<file path="config.mk">
export PLATFORM = sky130hd
export DESIGN_NAME = unary_win_counter_flat
export DESIGN_NICKNAME = d
export VERILOG_FILES = /design/src/rtl/unary_win_counter_if.sv /design/src/rtl/unary_win_counter.sv /design/src/flat_wrapper.sv
export SDC_FILE = /design/constraint.sdc
export NUM_CORES = 1
export LEC_CHECK = 0
export CAP_MARGIN = 10
export CORE_AREA = 5 5 63 65
export CTS_BUF_LIST = sky130_fd_sc_hd__clkbuf_16
export DETAILED_ROUTE_END_ITERATION = 12
export DIE_AREA = 0 0 68 70
export DONT_BUFFER_PORTS = 1
export GPL_TIMING_DRIVEN = 0
export HOLD_SLACK_MARGIN = 0.1
export MAX_ROUTING_LAYER = met4
export RECOVER_POWER = 25
export SKIP_CTS_REPAIR_TIMING = 1
export SLEW_MARGIN = 20
export SYNTH_ARGS = -nofsm -noshare
export SYNTH_HDL_FRONTEND = slang
export SYNTH_SLANG_ARGS = --single-unit
</file>
<file path="constraint.sdc">
create_clock -name clk -period 3.05 [get_ports clk]
set_input_delay 0.7625 -clock clk [delete_from_list [all_inputs] [get_ports clk]]
set_output_delay 0.7625 -clock clk [all_outputs]
set_load 0.01 [all_outputs]
</file>
<file path="src/rtl/unary_win_counter_if.sv">
// Handshake/bus bundle between a unary_win_counter and its driver/consumer.
//   start     : request a new accumulation window
//   clear     : synchronous abort back to IDLE
//   in        : stochastic bitstream being counted
//   out_ready : consumer accepts result
//   busy      : counter is accumulating
//   out_valid : result is valid and held
//   result    : ones count of the last completed window (CWID+1 bits)
interface unary_win_counter_if #(
  parameter int unsigned CWID = 8
);
  logic            start;
  logic            clear;
  logic            in;
  logic            out_ready;
  logic            busy;
  logic            out_valid;
  logic [CWID:0]   result;

  modport master (
    output start, clear, in, out_ready,
    input  busy, out_valid, result
  );

  modport slave (
    input  start, clear, in, out_ready,
    output busy, out_valid, result
  );
endinterface

</file>
<file path="src/rtl/unary_win_counter.sv">
// Counts the ones of a 1-bit stochastic stream over a window of 2^CWID cycles
// and presents the count through a valid/ready handshake.
// Ports:
//   clk   : clock, rising edge
//   rst_n : asynchronous active-low reset
//   bus   : unary_win_counter_if slave (start/clear/in/out_ready in,
//           busy/out_valid/result out)
module unary_win_counter #(
  parameter int unsigned CWID = 8
) (
  input  logic                 clk,
  input  logic                 rst_n,
  unary_win_counter_if.slave   bus
);

  localparam int unsigned ACC_W = CWID + 1;
  localparam logic [CWID-1:0] CYC_LAST = '1;

  typedef enum logic [1:0] {
    IDLE = 2'd0,
    RUN  = 2'd1,
    HOLD = 2'd2
  } state_e;

  state_e             state_q, state_d;
  logic [ACC_W-1:0]   acc_q, acc_d;
  logic [CWID-1:0]    cyc_q, cyc_d;
  logic [ACC_W-1:0]   result_q, result_d;
  logic               busy_q, out_valid_q;

  // State and datapath registers; busy/out_valid are decodes of the next state.
  always_ff @(posedge clk or negedge rst_n) begin
    if (!rst_n) begin
      state_q     <= IDLE;
      acc_q       <= '0;
      cyc_q       <= '0;
      result_q    <= '0;
      busy_q      <= 1'b0;
      out_valid_q <= 1'b0;
    end else begin
      state_q     <= state_d;
      acc_q       <= acc_d;
      cyc_q       <= cyc_d;
      result_q    <= result_d;
      busy_q      <= (state_d == RUN);
      out_valid_q <= (state_d == HOLD);
    end
  end

  // Next-state and datapath update; clear overrides everything except result.
  always_comb begin
    state_d  = state_q;
    acc_d    = acc_q;
    cyc_d    = cyc_q;
    result_d = result_q;

    if (bus.clear) begin
      state_d = IDLE;
      acc_d   = '0;
      cyc_d   = '0;
    end else begin
      case (state_q)
        IDLE: begin
          if (bus.start) begin
            state_d = RUN;
            acc_d   = '0;
            cyc_d   = '0;
          end
        end
        RUN: begin
          acc_d = acc_q + ACC_W'(bus.in);
          cyc_d = cyc_q + CWID'(1);
          // Final sample of the window goes straight into result.
          if (cyc_q == CYC_LAST) begin
            result_d = acc_q + ACC_W'(bus.in);
            state_d  = HOLD;
          end
        end
        HOLD: begin
          if (bus.out_ready) begin
            acc_d   = '0;
            cyc_d   = '0;
            state_d = bus.start ? RUN : IDLE;
          end
        end
        default: begin
          state_d = IDLE;
          acc_d   = '0;
          cyc_d   = '0;
        end
      endcase
    end
  end

  assign bus.busy      = busy_q;
  assign bus.out_valid = out_valid_q;
  assign bus.result    = result_q;

endmodule
</file>
<file path="src/flat_wrapper.sv">
// flat-port wrapper written by rule: the top's interface ports become plain ports
module unary_win_counter_flat 
#(
  parameter int unsigned CWID = 8
)
  (clk, rst_n, bus_start, bus_clear, bus_in, bus_out_ready, bus_busy, bus_out_valid, bus_result);
  unary_win_counter_if #(.CWID(CWID)) bus_i ();
  input  logic clk;
  input  logic rst_n;
  input wire logic [$bits(bus_i.start)-1:0] bus_start;
  input wire logic [$bits(bus_i.clear)-1:0] bus_clear;
  input wire logic [$bits(bus_i.in)-1:0] bus_in;
  input wire logic [$bits(bus_i.out_ready)-1:0] bus_out_ready;
  output wire logic [$bits(bus_i.busy)-1:0] bus_busy;
  output wire logic [$bits(bus_i.out_valid)-1:0] bus_out_valid;
  output wire logic [$bits(bus_i.result)-1:0] bus_result;
  assign bus_i.start = bus_start;
  assign bus_i.clear = bus_clear;
  assign bus_i.in = bus_in;
  assign bus_i.out_ready = bus_out_ready;
  assign bus_busy = bus_i.busy;
  assign bus_out_valid = bus_i.out_valid;
  assign bus_result = bus_i.result;
  unary_win_counter #(.CWID(CWID)) u_core (.clk(clk), .rst_n(rst_n), .bus(bus_i));
endmodule
</file>
==> flow_results.org <==
** Routing
- The routed layout has about 1100 vias.
- Dividing the detail-routed wire length by the instance count gives 14.5 microns.
- In this run the remaining antenna-violating nets after routing total 0.
- First-pass DRT Iterations :: 4
- Detailed Route WL :: 2.86 mm
- Number of DRC violations after detailed-routing iteration 0 :: 66
- For this run, design rule violations remaining after detail routing come to 0.
- Ratio of routed vias to standard cells :: 5.51

** Place
- Pre-CTS setup slack :: 0.727 ns
- During placement, the flow inserted port buffers numbering 0.
- Area after DPL :: ~1500 sq um
- Once detailed placement completed, the half-perimeter wirelength came to 1.91 mm.
- The congestion estimate from routability-driven global placement came to 0.838.

** Layout
- After routing the design area is 1630 sq um.
- Compared with the post-synthesis result, the final layout area differs by 13.6%.
- Layout cell share with drive strength beyond 1 :: 0.0795
- Net count reported at finish :: about 160
- The repair_antennas step left the layout with diodes totalling 0.
- End-of-flow core utilization :: 0.496

** Power
- Power spread over the standard cell area amounts to 552 nW/um^2.
- Worst ir drop on vdd :: 0.281 mV
- Leak :: 0.000734 uW

** Timing
- Headroom to the max-slew limit came out at 0.677.
- For this run, the top clock speed supported by timing is ~0.49 GHz.
- Hold violation count in the final report :: 0
- Slack of the critical path :: 1.01 ns
- Minimum period implied by the final worst setup slack :: 2.04 ns
- Worst hold margin :: 0.186 ns
- Fin Setup TNS :: 0 ns
- The total count of max-transition violations in the final report is 0.
- Of the available clock period, the critical path in the final layout requires 0.668.
- Worst Tran Pin Value :: approximately 0.48 ns
- Count of final setup violators :: 0
- Across the routed clock network, the largest skew measured is between 0.003 and 0.004 ns.
- Unrepaired setup endpoints after global routing :: no

** Yosys
- dfrtp_1 takes more of the synthesized area than any other cell.
- Number of nets produced by synthesis :: 152
- Synthesized area per cell :: roughly 10 sq um
- Number of storage elements in the synthesis netlist :: 30
- Post-synthesis instance area :: 1430 sq um
- Among all cell types in the netlist, the one instantiated most often is dfrtp_1.
- After synthesis, the share of flip-flops with an asynchronous set or reset is 1.00.
- Top post-synthesis cells by count :: 30 x dfrtp_1, 20 x nand2_1, 20 x o21ai_0
- Proportion of netlist area held by the largest area contributor :: 0.524
- The cell count after synthesis came out at between 100 and 150.
- Sorting the synthesized cells by area gives the leading types as dfrtp_1 52%, o21ai_0 7.0%, nand2_1 5.2%, mux2_4 3.1%, xor2_1 3.1%.
- For this run, the leading register cell type out of synthesis is dfrtp_1.
- Counting flops with a built-in enable in the synthesized netlist gives 0.
- The Yosys step of the flow raised 0 warnings.
- Yosys cell types :: 31
- For this run, the register share of the synthesized area comes to 0.524.

** Global route
- Global routing finished with a remaining overflow of 0.
- The number of antenna violations at the first check in global routing is 0.
- Vias in the first global route :: 1034
- The first global-routing pass estimated 4.62 mm of wire.
- Total Routing Usage GR :: 0.135
- Largest net degree at the start of global routing :: 31

** Floorplanning
- The floorplan step set the die height to about 70 microns.
- Core footprint :: 3280 sq um
- Number of top-level pins :: 17
- Chip Width :: 68 microns
- Effective utilization at floorplan :: 0.437
- The die covers around 4800 sq um.
- After floorplanning, the core was divided into 21 placement rows.

** Worst setup path
- Type of element launching the critical path :: input port
- CP endpoint kind :: register
- Category of cells accounting for the largest share of critical-path delay :: simple AND/OR/NAND/NOR gates
- Minimum setup slack among reg-to-reg paths :: between 1 and 1.5 ns
- Data required time of the critical path :: 3.20 ns
- Number of buffers and inverters on the critical path :: 2
- Tracing the worst setup path back leads to its startpoint at bus_clear.
- The worst setup path is of the input port to register kind.
- Data arrives at the worst endpoint at between 2 and 2.5 ns.
- The worst register-to-register path begins at u_core.state_q[1]$_DFF_PN0_.
- Measured in cells, the most critical reg-to-reg path has a length of 5.
- The largest single stage delay on the critical path is 0.43 ns.
- Capture point of the critical path :: u_core.bus.result[0]$_DFFE_PN0P_
- Endpoint of the worst register-to-register path :: u_core.bus.result[0]$_DFFE_PN0P_
- The critical path runs through a total of 5 cells.
- Crit Path Max Fanout :: 8
- Worst-path cell chain :: or3b_1, buf_2, or4_1, buf_6, mux2_4
- Library cell contributing the largest single delay on the critical path :: or4_1

** Clock tree
- Clk Latency, worst-skew pair :: 0.27 ns
- Clock buffer count from CTS :: 5
- The H-tree was split into 2 levels.
- After clock tree synthesis, the clock-pin slew on the worst setup and hold paths is about 0.05 ns.
- Clk root buf :: clkbuf_16
- TritonCTS built the clock tree.
- Maximum buffer depth of the clock tree :: 2
- Clk sink count :: 30

** Job
- Max-cap violations in this run came to 0.

** Run status
- The run finished with clean final reports.

** Hold path
- The min-delay analysis places its worst path in the category input port to async pin.
[worst reg2reg max path: cells and delay by family (launching register included)]
kind	cells	cell delay, ns
simple gates	2	0.80
flops	1	0.42
buf+inv	2	0.35
mux	1	0.29
[cells in the final DEF, fill, tap and decap left out, types with 2 or more instances in the layout]
cell type	synthesis	final
dfrtp_1	30	30
nand2_1	20	20
o21ai_0	20	20
clkbuf_1	6	6
nor2_1	6	6
a21oi_1	6	6
xor2_1	5	5
clkbuf_16	0	5
inv_1	3	4
nand3_1	4	4
o31ai_1	4	4
and3_1	3	3
xnor2_1	3	3
mux2_4	3	3
a31oi_1	3	3
nand4_1	3	3
a22o_1	3	3
ha_1	3	3
o41ai_1	2	2
buf_6	2	2
o21ai_1	2	2
and4_1	2	2
[cells by family (layout without fill, tap and decap cells)]
kind of cell,after synthesis,in the layout,synth area share
DFF,30,30,0.524
adders and majority gates,3,3,0.0262
buffers and inverters,12,20,0.0428
muxes,3,3,0.0314
and+or+nand+nor,44,44,0.149
AOI/OAI and AO/OA,43,43,0.178
xor gates and xnor gates,8,8,0.0489
[how the worst min path moves through the flow]
stage / start / to / slack [ns]
detailed placement: rst_n / u_core.bus.result[7]$_DFFE_PN0P_ / 0.47
finish: rst_n / u_core.acc_q[3]$_DFFE_PN0P_ / 0.19
global route: rst_n / u_core.acc_q[3]$_DFFE_PN0P_ / 0.17
global placement: rst_n / u_core.bus.result[7]$_DFFE_PN0P_ / 0.47
CTS: rst_n / u_core.acc_q[3]$_DFFE_PN0P_ / 0.18
floorplan: u_core.cyc_q[6]$_DFFE_PN0P_ / u_core.cyc_q[6]$_DFFE_PN0P_ / 0.46
[sequential cells by signal, summed over array words and instances (netlist names)]
register and cells:
u_core.acc_q 9, u_core.bus.result 9, u_core.cyc_q 8, u_core.state_q 2, u_core.bus.busy 1, u_core.bus.out_valid 1
[cell type report]
cell class                      instances  area (sq um)
Tap cell                               46          57.6
Fill cell                             307          1660
Clock buffer                            5           125
Sequential cell                        30           751
Multi-Input combinational cell        101           622
Buffer                                  9          50.0
Clock inverter                          3          12.5
Inverter                                3          11.3
[through the flow]
step                total power, uW  cells
floorplan                       442    143
global placement                451    189
detailed placement              452    189
CTS                             910    197
global route                    933    197
finish                          899    197
[layer usage]
layer | up-vias | share of wire | track usage
met5 | - | 0 | -
met4 | 0 | 0.022 | 0.0728
met3 | 8 | 0.042 | 0.0529
met2 | 17 | 0.49 | 0.198
met1 | 534 | 0.45 | 0.155
li1 | 527 | - | -
[where the power goes]
part | switching [uW] | total (uW) | internal (uW)
registers | 5.69 | 411 | 405
logic | 22.6 | 35.1 | 12.5
clock network | 160 | 454 | 294
total | 188 | 899 | 711
No activity file was read; power rests on OpenSTA's default activity.
